<file path="src/rtl/yacc_pkg.sv">
// -----------------------------------------------------------------------------
// yacc_pkg
// Shared definitions for the YACC next-level memory responder:
//   - block address field widths {tag, index, subblock, byte offset}
//   - block geometry (64-byte block, 16 x 32-bit beats)
//   - responder FSM state encoding
// No ports (package).
// -----------------------------------------------------------------------------
package yacc_pkg;

    localparam int TAG_W       = 21;
    localparam int IDX_W       = 3;
    localparam int SUB_W       = 2;
    localparam int OFF_W       = 6;
    localparam int ADDR_W      = TAG_W + IDX_W + SUB_W + OFF_W;
    localparam int DATA_W      = 32;
    localparam int BEAT_W      = 4;
    localparam int BLOCK_BYTES = 64;

    // Mask selecting the byte-offset field of a block address.
    localparam logic [ADDR_W-1:0] OFF_MASK = ADDR_W'(BLOCK_BYTES - 1);

    localparam logic [2:0] ST_IDLE  = 3'd0;
    localparam logic [2:0] ST_WAIT  = 3'd1;
    localparam logic [2:0] ST_RDATA = 3'd2;
    localparam logic [2:0] ST_WDATA = 3'd3;
    localparam logic [2:0] ST_WACK  = 3'd4;

    typedef enum logic [2:0] {
        IDLE  = ST_IDLE,
        WAIT  = ST_WAIT,
        RDATA = ST_RDATA,
        WDATA = ST_WDATA,
        WACK  = ST_WACK
    } state_t;

endpackage

</file>
<file path="src/rtl/yacc_mem_responder_if.sv">
// -----------------------------------------------------------------------------
// yacc_mem_responder_if
// Cache <-> memory responder bus: request channel, writeback data channel and
// read response channel.
//   master : cache side   (drives req_*, wr_valid/wr_data, rsp_ready)
//   slave  : responder    (drives req_ready, wr_ready, rsp_valid/data/last)
// -----------------------------------------------------------------------------
interface yacc_mem_responder_if;
    import yacc_pkg::*;

    logic                req_valid;
    logic                req_ready;
    logic                req_write;
    logic [ADDR_W-1:0]   req_addr;
    logic                wr_valid;
    logic                wr_ready;
    logic [DATA_W-1:0]   wr_data;
    logic                rsp_valid;
    logic                rsp_ready;
    logic [DATA_W-1:0]   rsp_data;
    logic                rsp_last;

    modport master (
        output req_valid, req_write, req_addr, wr_valid, wr_data, rsp_ready,
        input  req_ready, wr_ready, rsp_valid, rsp_data, rsp_last
    );

    modport slave (
        input  req_valid, req_write, req_addr, wr_valid, wr_data, rsp_ready,
        output req_ready, wr_ready, rsp_valid, rsp_data, rsp_last
    );

endinterface

</file>
<file path="src/rtl/yacc_beat_gen.sv">
// -----------------------------------------------------------------------------
// yacc_beat_gen
// Combinational read-data pattern: the byte address of the word being
// returned (block address with offset replaced by beat*4), XORed with SEED.
// Ports:
//   blk_addr in  32  block address (offset bits are ignored)
//   beat     in  4   beat index within the block
//   data     out 32  generated read word
// -----------------------------------------------------------------------------
module yacc_beat_gen
    import yacc_pkg::*;
#(
    parameter logic [DATA_W-1:0] SEED = 32'hA5A5_0000
) (
    input  logic [ADDR_W-1:0] blk_addr,
    input  logic [BEAT_W-1:0] beat,
    output logic [DATA_W-1:0] data
);

    logic [ADDR_W-1:0] word_addr;

    assign word_addr = (blk_addr & ~OFF_MASK)
                     | {{(ADDR_W-BEAT_W-2){1'b0}}, beat, 2'b00};
    assign data      = word_addr ^ SEED;

endmodule

</file>
<file path="src/rtl/yacc_mem_responder.sv">
// -----------------------------------------------------------------------------
// yacc_mem_responder
// Backing-store model for the YACC compressed cache. Answers one request at a
// time: fills return BEATS generated words after LATENCY cycles, writebacks
// absorb BEATS words, fold them into a running XOR checksum and acknowledge.
// Ports:
//   clock    in   1    rising-edge clock
//   resetn   in   1    synchronous reset, active low
//   bus      slave     request / writeback data / read response channels
//   wb_ack   out  1    one-cycle pulse when a writeback completes
//   wb_count out  16   completed writebacks (wraps)
//   wb_csum  out  32   running XOR of all accepted writeback words
// -----------------------------------------------------------------------------
module yacc_mem_responder
    import yacc_pkg::*;
#(
    parameter int                LATENCY = 4,
    parameter int                BEATS   = 16,
    parameter logic [DATA_W-1:0] SEED    = 32'hA5A5_0000
) (
    input  logic                 clock,
    input  logic                 resetn,
    yacc_mem_responder_if.slave  bus,
    output logic                 wb_ack,
    output logic [15:0]          wb_count,
    output logic [DATA_W-1:0]    wb_csum
);

    localparam int                LAT_W     = 16;
    localparam logic [BEAT_W-1:0] LAST_BEAT = BEAT_W'(BEATS - 1);

    state_t             state;
    state_t             state_nxt;
    logic [LAT_W-1:0]   lat_cnt;
    logic [BEAT_W-1:0]  beat;
    logic [ADDR_W-1:0]  blk_addr;
    logic               accept;

    assign accept = (state == IDLE) && bus.req_valid;

    // Control state: FSM, counters and writeback statistics.
    always_ff @(posedge clock) begin
        if (!resetn) begin
            state    <= IDLE;
            lat_cnt  <= '0;
            beat     <= '0;
            wb_count <= '0;
            wb_csum  <= '0;
        end else begin
            state <= state_nxt;
            case (state)
                IDLE: begin
                    if (bus.req_valid) begin
                        beat    <= '0;
                        lat_cnt <= LAT_W'(LATENCY - 1);
                    end
                end
                WAIT: begin
                    if (lat_cnt != '0) lat_cnt <= lat_cnt - 1'b1;
                end
                RDATA: begin
                    if (bus.rsp_ready) beat <= beat + 1'b1;
                end
                WDATA: begin
                    if (bus.wr_valid) begin
                        beat    <= beat + 1'b1;
                        wb_csum <= wb_csum ^ bus.wr_data;
                    end
                end
                WACK: begin
                    wb_count <= wb_count + 16'd1;
                end
                default: ;
            endcase
        end
    end

    // Block address is pure data: captured on accept, offset cleared, and
    // only meaningful while a request is in flight, so it needs no reset.
    always_ff @(posedge clock) begin
        if (accept) blk_addr <= bus.req_addr & ~OFF_MASK;
    end

    always_comb begin
        state_nxt     = state;
        bus.req_ready = 1'b0;
        bus.wr_ready  = 1'b0;
        bus.rsp_valid = 1'b0;
        bus.rsp_last  = 1'b0;
        wb_ack        = 1'b0;
        case (state)
            IDLE: begin
                bus.req_ready = 1'b1;
                if (bus.req_valid) state_nxt = bus.req_write ? WDATA : WAIT;
            end
            WAIT: begin
                if (lat_cnt == '0) state_nxt = RDATA;
            end
            RDATA: begin
                bus.rsp_valid = 1'b1;
                bus.rsp_last  = (beat == LAST_BEAT);
                if (bus.rsp_ready && (beat == LAST_BEAT)) state_nxt = IDLE;
            end
            WDATA: begin
                bus.wr_ready = 1'b1;
                if (bus.wr_valid && (beat == LAST_BEAT)) state_nxt = WACK;
            end
            WACK: begin
                wb_ack    = 1'b1;
                state_nxt = IDLE;
            end
            default: state_nxt = IDLE;
        endcase
    end

    yacc_beat_gen #(
        .SEED (SEED)
    ) u_beat_gen (
        .blk_addr (blk_addr),
        .beat     (beat),
        .data     (bus.rsp_data)
    );

endmodule

</file>
<file path="src/flat_wrapper.sv">
// flat-port wrapper written by rule: the top's interface ports become plain ports
module yacc_mem_responder_flat import yacc_pkg::*;
#(
    parameter int                LATENCY = 4,
    parameter int                BEATS   = 16,
    parameter logic [DATA_W-1:0] SEED    = 32'hA5A5_0000
)
  (clock, resetn, wb_ack, wb_count, wb_csum, bus_req_valid, bus_req_write, bus_req_addr, bus_wr_valid, bus_wr_data, bus_rsp_ready, bus_req_ready, bus_wr_ready, bus_rsp_valid, bus_rsp_data, bus_rsp_last);
  yacc_mem_responder_if bus_i ();
  input  logic clock;
  input  logic resetn;
  output logic wb_ack;
  output logic [15:0] wb_count;
  output logic [DATA_W-1:0] wb_csum;
  input wire logic [$bits(bus_i.req_valid)-1:0] bus_req_valid;
  input wire logic [$bits(bus_i.req_write)-1:0] bus_req_write;
  input wire logic [$bits(bus_i.req_addr)-1:0] bus_req_addr;
  input wire logic [$bits(bus_i.wr_valid)-1:0] bus_wr_valid;
  input wire logic [$bits(bus_i.wr_data)-1:0] bus_wr_data;
  input wire logic [$bits(bus_i.rsp_ready)-1:0] bus_rsp_ready;
  output wire logic [$bits(bus_i.req_ready)-1:0] bus_req_ready;
  output wire logic [$bits(bus_i.wr_ready)-1:0] bus_wr_ready;
  output wire logic [$bits(bus_i.rsp_valid)-1:0] bus_rsp_valid;
  output wire logic [$bits(bus_i.rsp_data)-1:0] bus_rsp_data;
  output wire logic [$bits(bus_i.rsp_last)-1:0] bus_rsp_last;
  assign bus_i.req_valid = bus_req_valid;
  assign bus_i.req_write = bus_req_write;
  assign bus_i.req_addr = bus_req_addr;
  assign bus_i.wr_valid = bus_wr_valid;
  assign bus_i.wr_data = bus_wr_data;
  assign bus_i.rsp_ready = bus_rsp_ready;
  assign bus_req_ready = bus_i.req_ready;
  assign bus_wr_ready = bus_i.wr_ready;
  assign bus_rsp_valid = bus_i.rsp_valid;
  assign bus_rsp_data = bus_i.rsp_data;
  assign bus_rsp_last = bus_i.rsp_last;
  yacc_mem_responder #(.LATENCY(LATENCY), .BEATS(BEATS), .SEED(SEED)) u_core (.clock(clock), .resetn(resetn), .bus(bus_i), .wb_ack(wb_ack), .wb_count(wb_count), .wb_csum(wb_csum));
endmodule
</file>
<file path="config.mk">
export PLATFORM = sky130hd
export DESIGN_NAME = yacc_mem_responder_flat
export DESIGN_NICKNAME = d
export VERILOG_FILES = /design/src/rtl/yacc_pkg.sv /design/src/rtl/yacc_mem_responder_if.sv /design/src/rtl/yacc_beat_gen.sv /design/src/rtl/yacc_mem_responder.sv /design/src/flat_wrapper.sv
export SDC_FILE = /design/constraint.sdc
export NUM_CORES = 1
export LEC_CHECK = 0
export CAP_MARGIN = 30
export CORE_UTILIZATION = 48
export DETAILED_ROUTE_END_ITERATION = 8
export GPL_TIMING_DRIVEN = 0
export PLACE_DENSITY = 0.86
export SYNTH_ARGS = -nofsm -noshare
export SYNTH_HDL_FRONTEND = slang
export SYNTH_SLANG_ARGS = --single-unit
</file>
<file path="constraint.sdc">
create_clock -name clock -period 2.9 [get_ports clock]
set_input_delay 0.58 -clock clock [delete_from_list [all_inputs] [get_ports clock]]
set_output_delay 0.58 -clock clock [all_outputs]
set_load 0.02 [all_outputs]
</file>
* After elaboration in Yosys (flattened, before gate mapping)
Index checks and enable logic that the tools add are counted.
** Storage, ports and cells
- Register bits :: 97
- Input port bits :: 70
- Output and inout port bits :: 85
** Operators by class
- Add/subtract/negate cells :: 3
- Eq/ne operators :: 12
- Multiplexer cells :: 18
- Bitwise gates (word level) :: 3
- Reduce and logical (&&, ||, !) cells :: 12
** Operator list (number)
- $mux 16 :: 2
- $or 32x6->32 :: 1
- $pmux 16 s2 :: 1
- $xor 32x32->32 :: 1
- $add 16x1->16 const B :: 1
- $logic_not 16->1 :: 1
- $reduce_bool 16->1 :: 1
- $sub 16x1->16 const B :: 1
- $mux 3 :: 4
- $mux 4 :: 3
- $pmux 3 s4 :: 1
- $pmux 4 s3 :: 1
- $ne 2x1->1 const B :: 4
- $not 8->8 :: 1
- $reduce_and 4->1 :: 2
- $eq 3x2->1 const B :: 2
- $ne 2x2->1 const B :: 3
- $mux 1 :: 5
- $add 4x1->4 const B :: 1
- $eq 4x4->1 const B :: 1
- $eq 3x1->1 const B :: 1
- $eq 3x3->1 const B :: 1
- $logic_and 1x1->1 :: 3
- $logic_not 3->1 :: 1
- 5 further kinds :: 5

* Logic depth before layout (Yosys ltp)
Gate-level depths: netlist (run 1).
- Depth in word-level cells :: 4
- Mapped depth :: 8

* Cells and area by module
From an unflattened synthesis (run 1), not the netlist that was laid out.
** Unflattened totals
- Cell total of the unflattened synthesis :: 426
- Area, all modules :: 4284.1 µm²
** By module, submodules not included
- yacc_mem_responder :: instances 1, cells each 393, area each 4070.2 µm², seq. area each 2202.1 µm²
- yacc_beat_gen :: instances 1, cells each 33, area each 214.0 µm², seq. area each 0.0 µm²

* Worst setup path after synthesis (run 1)
OpenSTA, ideal clock, no wires.
- Path kind :: register -> register
- Start point :: register u_core.state[0]
- End point :: register u_core.lat_cnt[0]
- Arrival :: 2159 ps
- Required time :: 2814 ps
- Setup slack :: 656 ps
- Stages on the path, launching flop included :: 7
- Period minus slack after synthesis :: 2244 ps
- Cells stage by stage :: dfxtp_1 -> clkbuf_1 -> nor3_1 -> nand2_1 -> inv_1 -> nor3_1 -> a211oi_1
** On the way
- Word-level cells in the longest chain between the ends :: 3
- Elaborated cells between the ends (all ways) :: 7
- Those cells by class :: eq/ne (3); mux (1); reduce/logical (3)
** RTL lines
- start, declared :: RTL line yacc_mem_responder.sv:32 : state_t state;
- start signal, assigned :: RTL line yacc_mem_responder.sv:50 : state <= state_nxt;
- $eq 3x1->1 / $logic_not 3->1 (equally long branches) :: RTL line yacc_mem_responder.sv:51 : case (state)
- $ne 2x1->1 (no line) (tied with other cells)
- $reduce_and 3->1 (no line)
- end signal, assigned :: RTL line yacc_mem_responder.sv:55 : lat_cnt <= LAT_W'(LATENCY - 1);
- end signal, assigned :: RTL line yacc_mem_responder.sv:59 : if (lat_cnt != '0) lat_cnt <= lat_cnt - 1'b1;
- end, declared :: RTL line yacc_mem_responder.sv:34 : logic [LAT_W-1:0] lat_cnt;
Several ways; a longest one is shown, not always the timed one.
A chain may end at the register's enable or synchronous reset.

* Final worst setup path (run 1)
- Start point :: register u_core.state[0]
- End point :: output port wb_ack
** On the way
- Word-level cells in the longest chain between the ends :: 2
** RTL lines
- $eq 3x3->1 :: RTL line yacc_mem_responder.sv:91 : case (state)
- $mux 1 :: RTL line yacc_mem_responder.sv:91
- end, declared :: RTL line flat_wrapper.sv:12 : output logic wb_ack;
Every way passes these cells.

==> key figures, run 1 <==
Global route
  – Largest net degree at the start of global routing: 27
  – Gr usage total: 0.222
  – Vias in the first global route: ~3300
  – First-pass GRT wire length: 15300 µm
  – Initial antenna violation count: 0
  – Global route overflow: 0

Final layout
  – Nets: 642
  – Commonest non-fill, non-tap cell in the layout: clkdlybuf4s50_1
  – Post-layout util: 0.719
  – Most frequent cells in the layout: 145 x clkdlybuf4s50_1, 71 x dfxtp_1, 48 x nand2_1
  – Fill count: between 600 and 700
  – Share of cells above drive strength 1: 0.0871
  – Antenna diodes: 0
  – Area delta synth->final: 43.3%
  – Finished Cell Area: 6000 µm²

Worst setup path
  – Family with the most delay on the worst path: buffers and inverters
  – Critical Path Most Common Cell: clkbuf_1
  – Worst Path Class, Setup: reg -> out
  – Crit Path Max Fanout: 10
  – Critical Path RT: roughly 2.3 ns
  – Crit path capture type: output port
  – Buffers & Inverters on Critical Path: 4
  – Crit path DAT: ~2.1 ns
  – Worst path cell trace: clkbuf_1 -> or3b_1 -> clkbuf_1 -> inv_1 -> dlygate4sd2_1
  – CP Launch Type: register
  – Crit path largest cell delay: about 0.44 ns
  – Slowest CP cell: or3b_1

Clocking
  – CTS Hold Buffers Added: 0
  – Worst-Skew Late Latency: 0.37 ns
  – CTS Buffer Depth: 2
  – Htree depth: 3
  – CTS tree: yes
  – Post-CTS Setup Repair Bufs: 0
  – Clock root buffer master: clkbuf_8
  – CTS buffer count: 9
  – Clock transition at path regs: 0.09 ns
  – Cts repair resizes: 1
  – Clock tree sinks: 97

Synthesis
  – Ranking of synthesized cells by area: dfxtp_1 34%, edfxtp_1 19%, xor2_1 8.8%, nor2b_1 4.9%, nand2_1 4.3%
  – Synth area leader: dfxtp_1
  – Yosys reg bits: 97
  – Ys flop type: dfxtp_1
  – Ys Warns: 0
  – Seq/Total Area, Yosys: 0.526
  – Syn Area/Cell: 10.2 µm²
  – Asr flop ratio synth: 0
  – Post-synth EDFFs: 26
  – Mapped Area: between 4000 and 5000 µm²
  – Netlist cell types: 47
  – Post-synthesis instance total: 410
  – Post-synth top area share: 0.340

STA
  – PnR worst setup slack: between 0.2 and 0.25 ns
  – RSZ-0062 raised after global routing: no
  – Fin Setup TNS: 0 ns
  – Slew Limit Fails: 0
  – Clock skew: between 0.01 and 0.015 ns
  – Crit share post-route: 0.914
  – Final hold vios: 0
  – Measured slew at the worst slew-check pin: ~0.66 ns
  – Headroom to the max-slew limit: 0.557
  – Tmin final: between 2 and 3 ns
  – Finish-stage setup viols: 0
  – Highest Clock Rate: 0.377 GHz

Place
  – Port bufs: ~150
  – Routability congestion estimate: 0.869
  – Pre-CTS WS: 0.413 ns
  – Placed standard-cell area: approximately 5800 µm²
  – Hpwl dp: between 7000 and 8000 µm

Floorplanning
  – Core region area: around 8300 µm²
  – Die W: ~95 µm
  – Starting density of the core: 0.502
  – Ports: between 150 and 200
  – Die Y: approximately 95 µm
  – Die ar.: approximately 9000 µm²
  – Num rows: 33

Pwr
  – Pleak: ~0.0022 µW
  – Worst VDD drop: 0.000366 V
  – Pwr dens: ~680 nW/µm²

Route
  – Total number of vias: roughly 3400
  – First DRT Iteration DRCs: 114
  – 1st-pass router iterations: 4
  – WL final: 9800 µm
  – DR WL/cell: around 14 µm
  – # DRC: 0
  – Number of vias per cell: 4.96
  – Antenna-violating nets left: 0

Job
  – Max-cap viol count: 0

Min path
  – Hold crit path type: reg -> reg

Outcome
  – Status: finished clean
[power breakdown]
group	total [µW]	leakage [µW]	internal [µW]	switching (µW)
Combinational	1560	0.00128	732	833
Sequential	1690	0.000820	1580	104
Clock	849	0.0000957	371	478
[cells in the mapped netlist, drive strengths merged (6+ instances only)]
cell type	n
dfxtp	71
nand2	49
xor2	42
nor2	33
nor2b	33
edfxtp	26
buf	24
xnor2	17
inv	14
clkbuf	12
nor3	11
nand3	9
a21oi	8
and2	6
[per-layer routing]
| layer | up-vias | share of wire | wire [µm] | track usage |
|---|---|---|---|---|
| li1 | 1654 | - | - | - |
| met1 | 1568 | 0.41 | 4040 | 0.263 |
| met2 | 131 | 0.49 | 4790 | 0.377 |
| met3 | 15 | 0.079 | 779 | 0.0670 |
| met4 | 0 | 0.020 | 195 | 0.0858 |
| met5 | - | 0 | 0 | 0 |
[flip-flops by register name (all words and copies together), names as in the netlist]
register and count:
u_core.state 3, u_core.blk_addr 26, u_core.wb_csum 32, u_core.lat_cnt 16, u_core.wb_count 16, u_core.beat 4
[kinds of logic (layout without fill, tap and decap cells)]
group | Yosys count | after routing | share of synthesized area
and+or+nand+nor | 174 | 174 | 0.226
xor gates and xnor gates | 59 | 59 | 0.123
adders and majority gates | 3 | 3 | 0.00897
other | 1 | 2 | 0.000896
DFF | 97 | 97 | 0.526
muxes | 4 | 4 | 0.00957
AOI/OAI and AO/OA | 22 | 22 | 0.0386
buffers and inverters | 50 | 213 | 0.0667
[tightest hold or removal path: stages (launching register included)]
cell and delay [ns]:
dfxtp_1 0.35, o41ai_1 0.07, a21oi_1 0.06
[layout make-up]
class	count	area (µm²)	area share
Clock inverter	5	37.5	0.00626
Tap cell	105	131	0.0219
Inverter	14	52.6	0.00876
Sequential cell	97	2200	0.367
Timing Repair Buffer	147	1490	0.248
Buffer	36	226	0.0377
Clock buffer	11	154	0.0257
Multi-Input combinational cell	264	1710	0.285
[worst paths after layout]
path | from | endpoint | slack, ns | cells after the start
worst max-delay path | u_core.state[0]$_SDFFE_PN0P_ | wb_ack | 0.25 | 5
worst min-delay path | u_core.lat_cnt[11]$_SDFFE_PN0P_ | u_core.lat_cnt[11]$_SDFFE_PN0P_ | 0.52 | 2
worst max register to register | u_core.lat_cnt[10]$_SDFFE_PN0P_ | u_core.lat_cnt[15]$_SDFFE_PN0P_ | 0.70 | 6
worst min register to register | u_core.lat_cnt[11]$_SDFFE_PN0P_ | u_core.lat_cnt[11]$_SDFFE_PN0P_ | 0.52 | 2
[metrics by stage]
step                      hold WS (ns)  instances  total power (µW)
after detailed placement         0.505        663              3260
after global routing             0.557        679              4320
after CTS                        0.518        679              4110
final                            0.519        679              4100
after global placement           0.490        662              3180
after floorplan                  0.464        411              2730
No activity file was read; power rests on OpenSTA's default activity.
==> run 2: changes to the inputs <==
- CTS_CLUSTER_SIZE: default -> 16
==> results of run 2 <==
No change in the layout: final DEF, timing and power equal those of run 1.
==> run 3: changes to the inputs <==
- HOLD_SLACK_MARGIN: default -> 0.03
- SKIP_CTS_REPAIR_TIMING: default -> 1
==> run 3 against run 2 <==
  * Sequential power barely moved
  * Sequential cell count did not move
  * Register-to-register slack barely moved
  * Cell count did not move
  * Critical path type unchanged
  * Highest routed layer unchanged
==> key figures, run 3 (synthesized netlist as in run 1, its figures left out) <==
Global route
  – Vias in the first global route: between 3000 and 4000
  – Global route overflow: 0
  – Global route hottest layer: met2
  – First-pass GRT wire length: 15300 µm
  – Gr usage total: 0.222
  – Largest net degree at the start of global routing: 27
  – M2 GR Usage: 0.377
  – Met1 usage: 0.263
  – Initial antenna violation count: 0
  – Met3 GRT Util: 0.0670

Clocking
  – Htree depth: 3
  – Clock tree sinks: 97
  – Worst-Skew Late Latency: about 0.37 ns
  – Clock transition at path regs: approximately 0.09 ns
  – CTS Buffer Depth: 2
  – CTS tree: yes
  – Clock root buffer master: clkbuf_8
  – CTS buffer count: 9

Floorplanning
  – Die W: 95.4 µm
  – Die ar.: just over 9000 µm²
  – Num rows: 33
  – Core region area: about 8300 µm²
  – Starting density of the core: 0.502
  – Die Y: 95.4 µm
  – Ports: approximately 160

Final layout
  – Most frequent cells in the layout: 145 x clkdlybuf4s50_1, 71 x dfxtp_1, 48 x nand2_1
  – Max reg flops: 32
  – Post-layout util: 0.720
  – Top flop regs: u_core.wb_csum (32), u_core.blk_addr (26)
  – Non-filler instance count after layout: 679
  – Biggest register: u_core.wb_csum
  – Antenna diodes: 0
  – Share of cells above drive strength 1: 0.0871
  – Nets: 642
  – Commonest non-fill, non-tap cell in the layout: clkdlybuf4s50_1
  – Area delta synth->final: 43.4%

Worst setup path
  – Crit path DAT: about 2.0 ns
  – Worst Path Class, Setup: reg -> out
  – Buffers & Inverters on Critical Path: 2
  – Worst R2R Path Depth: 7
  – Worst path cell trace: clkbuf_1 -> nor3b_1 -> and4_1 -> clkdlybuf4s50_1
  – Critical Path RT: 2.32 ns
  – Crit path largest cell delay: 0.60 ns
  – Reg2Reg Capture Point: u_core.wb_count[15]$_SDFFE_PN0P_
  – Family with the most delay on the worst path: buffers and inverters
  – Critical path depth: 4
  – R2R Setup Slk: roughly 0.7 ns
  – Worst Setup EP: bus_rsp_last
  – Crit Path Max Fanout: 10
  – Slowest CP cell: clkdlybuf4s50_1
  – Crit path capture type: output port
  – Critical Path Source: u_core.state[0]$_SDFFE_PN0P_
  – Crit Reg-Reg Startpoint: u_core.state[0]$_SDFFE_PN0P_
  – CP Launch Type: register

Place
  – Port bufs: between 100 and 150
  – Placed instance count: between 600 and 700
  – Routability congestion estimate: roughly 0.87
  – Hpwl dp: 7290 µm
  – Pre-CTS WS: around 0.41 ns

Pwr
  – Pleak: around 0.0022 µW
  – Pwr dens: 682 nW/µm²
  – Worst VDD drop: roughly 0.00036 V

STA
  – Fin Hold WS: 0.517 ns
  – Slew Limit Fails: 0
  – PnR worst setup slack: ~0.33 ns
  – Final hold vios: 0
  – Clock skew: ~0.0090 ns
  – Crit share post-route: 0.885
  – Measured slew at the worst slew-check pin: 0.666 ns
  – Tmin final: about 2.6 ns
  – Headroom to the max-slew limit: 0.555
  – Highest Clock Rate: slightly below 0.4 GHz
  – RSZ-0062 raised after global routing: no
  – Finish-stage setup viols: 0

Route
  – DR WL/cell: 14.4 µm
  – First DRT Iteration DRCs: 100
  – Total number of vias: approximately 3400
  – 1st-pass router iterations: 4
  – # DRC: 0
  – Number of vias per cell: about 5
  – WL final: between 9000 and 10000 µm
  – Antenna-violating nets left: 0

Min path
  – Hold crit path type: reg -> reg

Job
  – Max-cap viol count: 0

Outcome
  – Status: finished clean
-- run 3: cell count changes in the layout (fill, tap and decap cells not counted) --
cell	before	now
dlymetal6s2s_1	0	1
dlygate4sd2_1	1	0
-- run 3: worst reg2reg max path, stage by stage, from the launching register on --
cell	delay, ns
dfxtp_1	0.31
clkbuf_1	0.20
or3b_1	0.44
clkbuf_1	0.19
nor4_2	0.48
nand3_1	0.18
xnor2_1	0.16
and2_1	0.15
-- run 3: stage by stage --
stage	TNS [ns]	power [µW]	instance area, µm²
floorplan	0	2730	4190
global placement	0	3180	5780
detailed placement	0	3260	5810
CTS	-0.0400	4110	6000
global route	0	4320	6000
finish	0	4100	6000
-- run 3: worst min path at each step --
stage | end | cells after the start | slack [ns] | startpoint
5_1_grt | u_core.lat_cnt[11]$_SDFFE_PN0P_ | 2 | 0.56 | u_core.lat_cnt[11]$_SDFFE_PN0P_
2_1_floorplan | u_core.lat_cnt[0]$_SDFFE_PN0P_ | 1 | 0.46 | u_core.lat_cnt[0]$_SDFFE_PN0P_
4_1_cts | u_core.lat_cnt[11]$_SDFFE_PN0P_ | 2 | 0.52 | u_core.lat_cnt[11]$_SDFFE_PN0P_
3_3_place_gp | u_core.lat_cnt[11]$_SDFFE_PN0P_ | 2 | 0.49 | u_core.lat_cnt[11]$_SDFFE_PN0P_
3_5_place_dp | u_core.lat_cnt[11]$_SDFFE_PN0P_ | 2 | 0.50 | u_core.lat_cnt[11]$_SDFFE_PN0P_
6_report | u_core.lat_cnt[11]$_SDFFE_PN0P_ | 2 | 0.52 | u_core.lat_cnt[11]$_SDFFE_PN0P_
-- run 3: cell type report --
cell class | instances | area, µm²
plain buffers | 36 | 226
clock buffers | 11 | 154
clock inverters | 5 | 37.5
fillers | 625 | 2340
inverters | 14 | 52.6
multi-input cells | 264 | 1710
flip-flops and latches | 97 | 2200
well taps | 105 | 131
repair buffers | 147 | 1490
-- run 3: report_power, final --
group          switching (µW)  internal [µW]  total, µW
clock network             478            371        849
logic                     829            731       1560
registers                 104           1580       1690
-- run 3: per-layer routing --
metal,up-vias,routed length [µm]
met5,-,0
met4,0,206
met3,17,765
met2,133,4760
met1,1568,4080
li1,1653,-
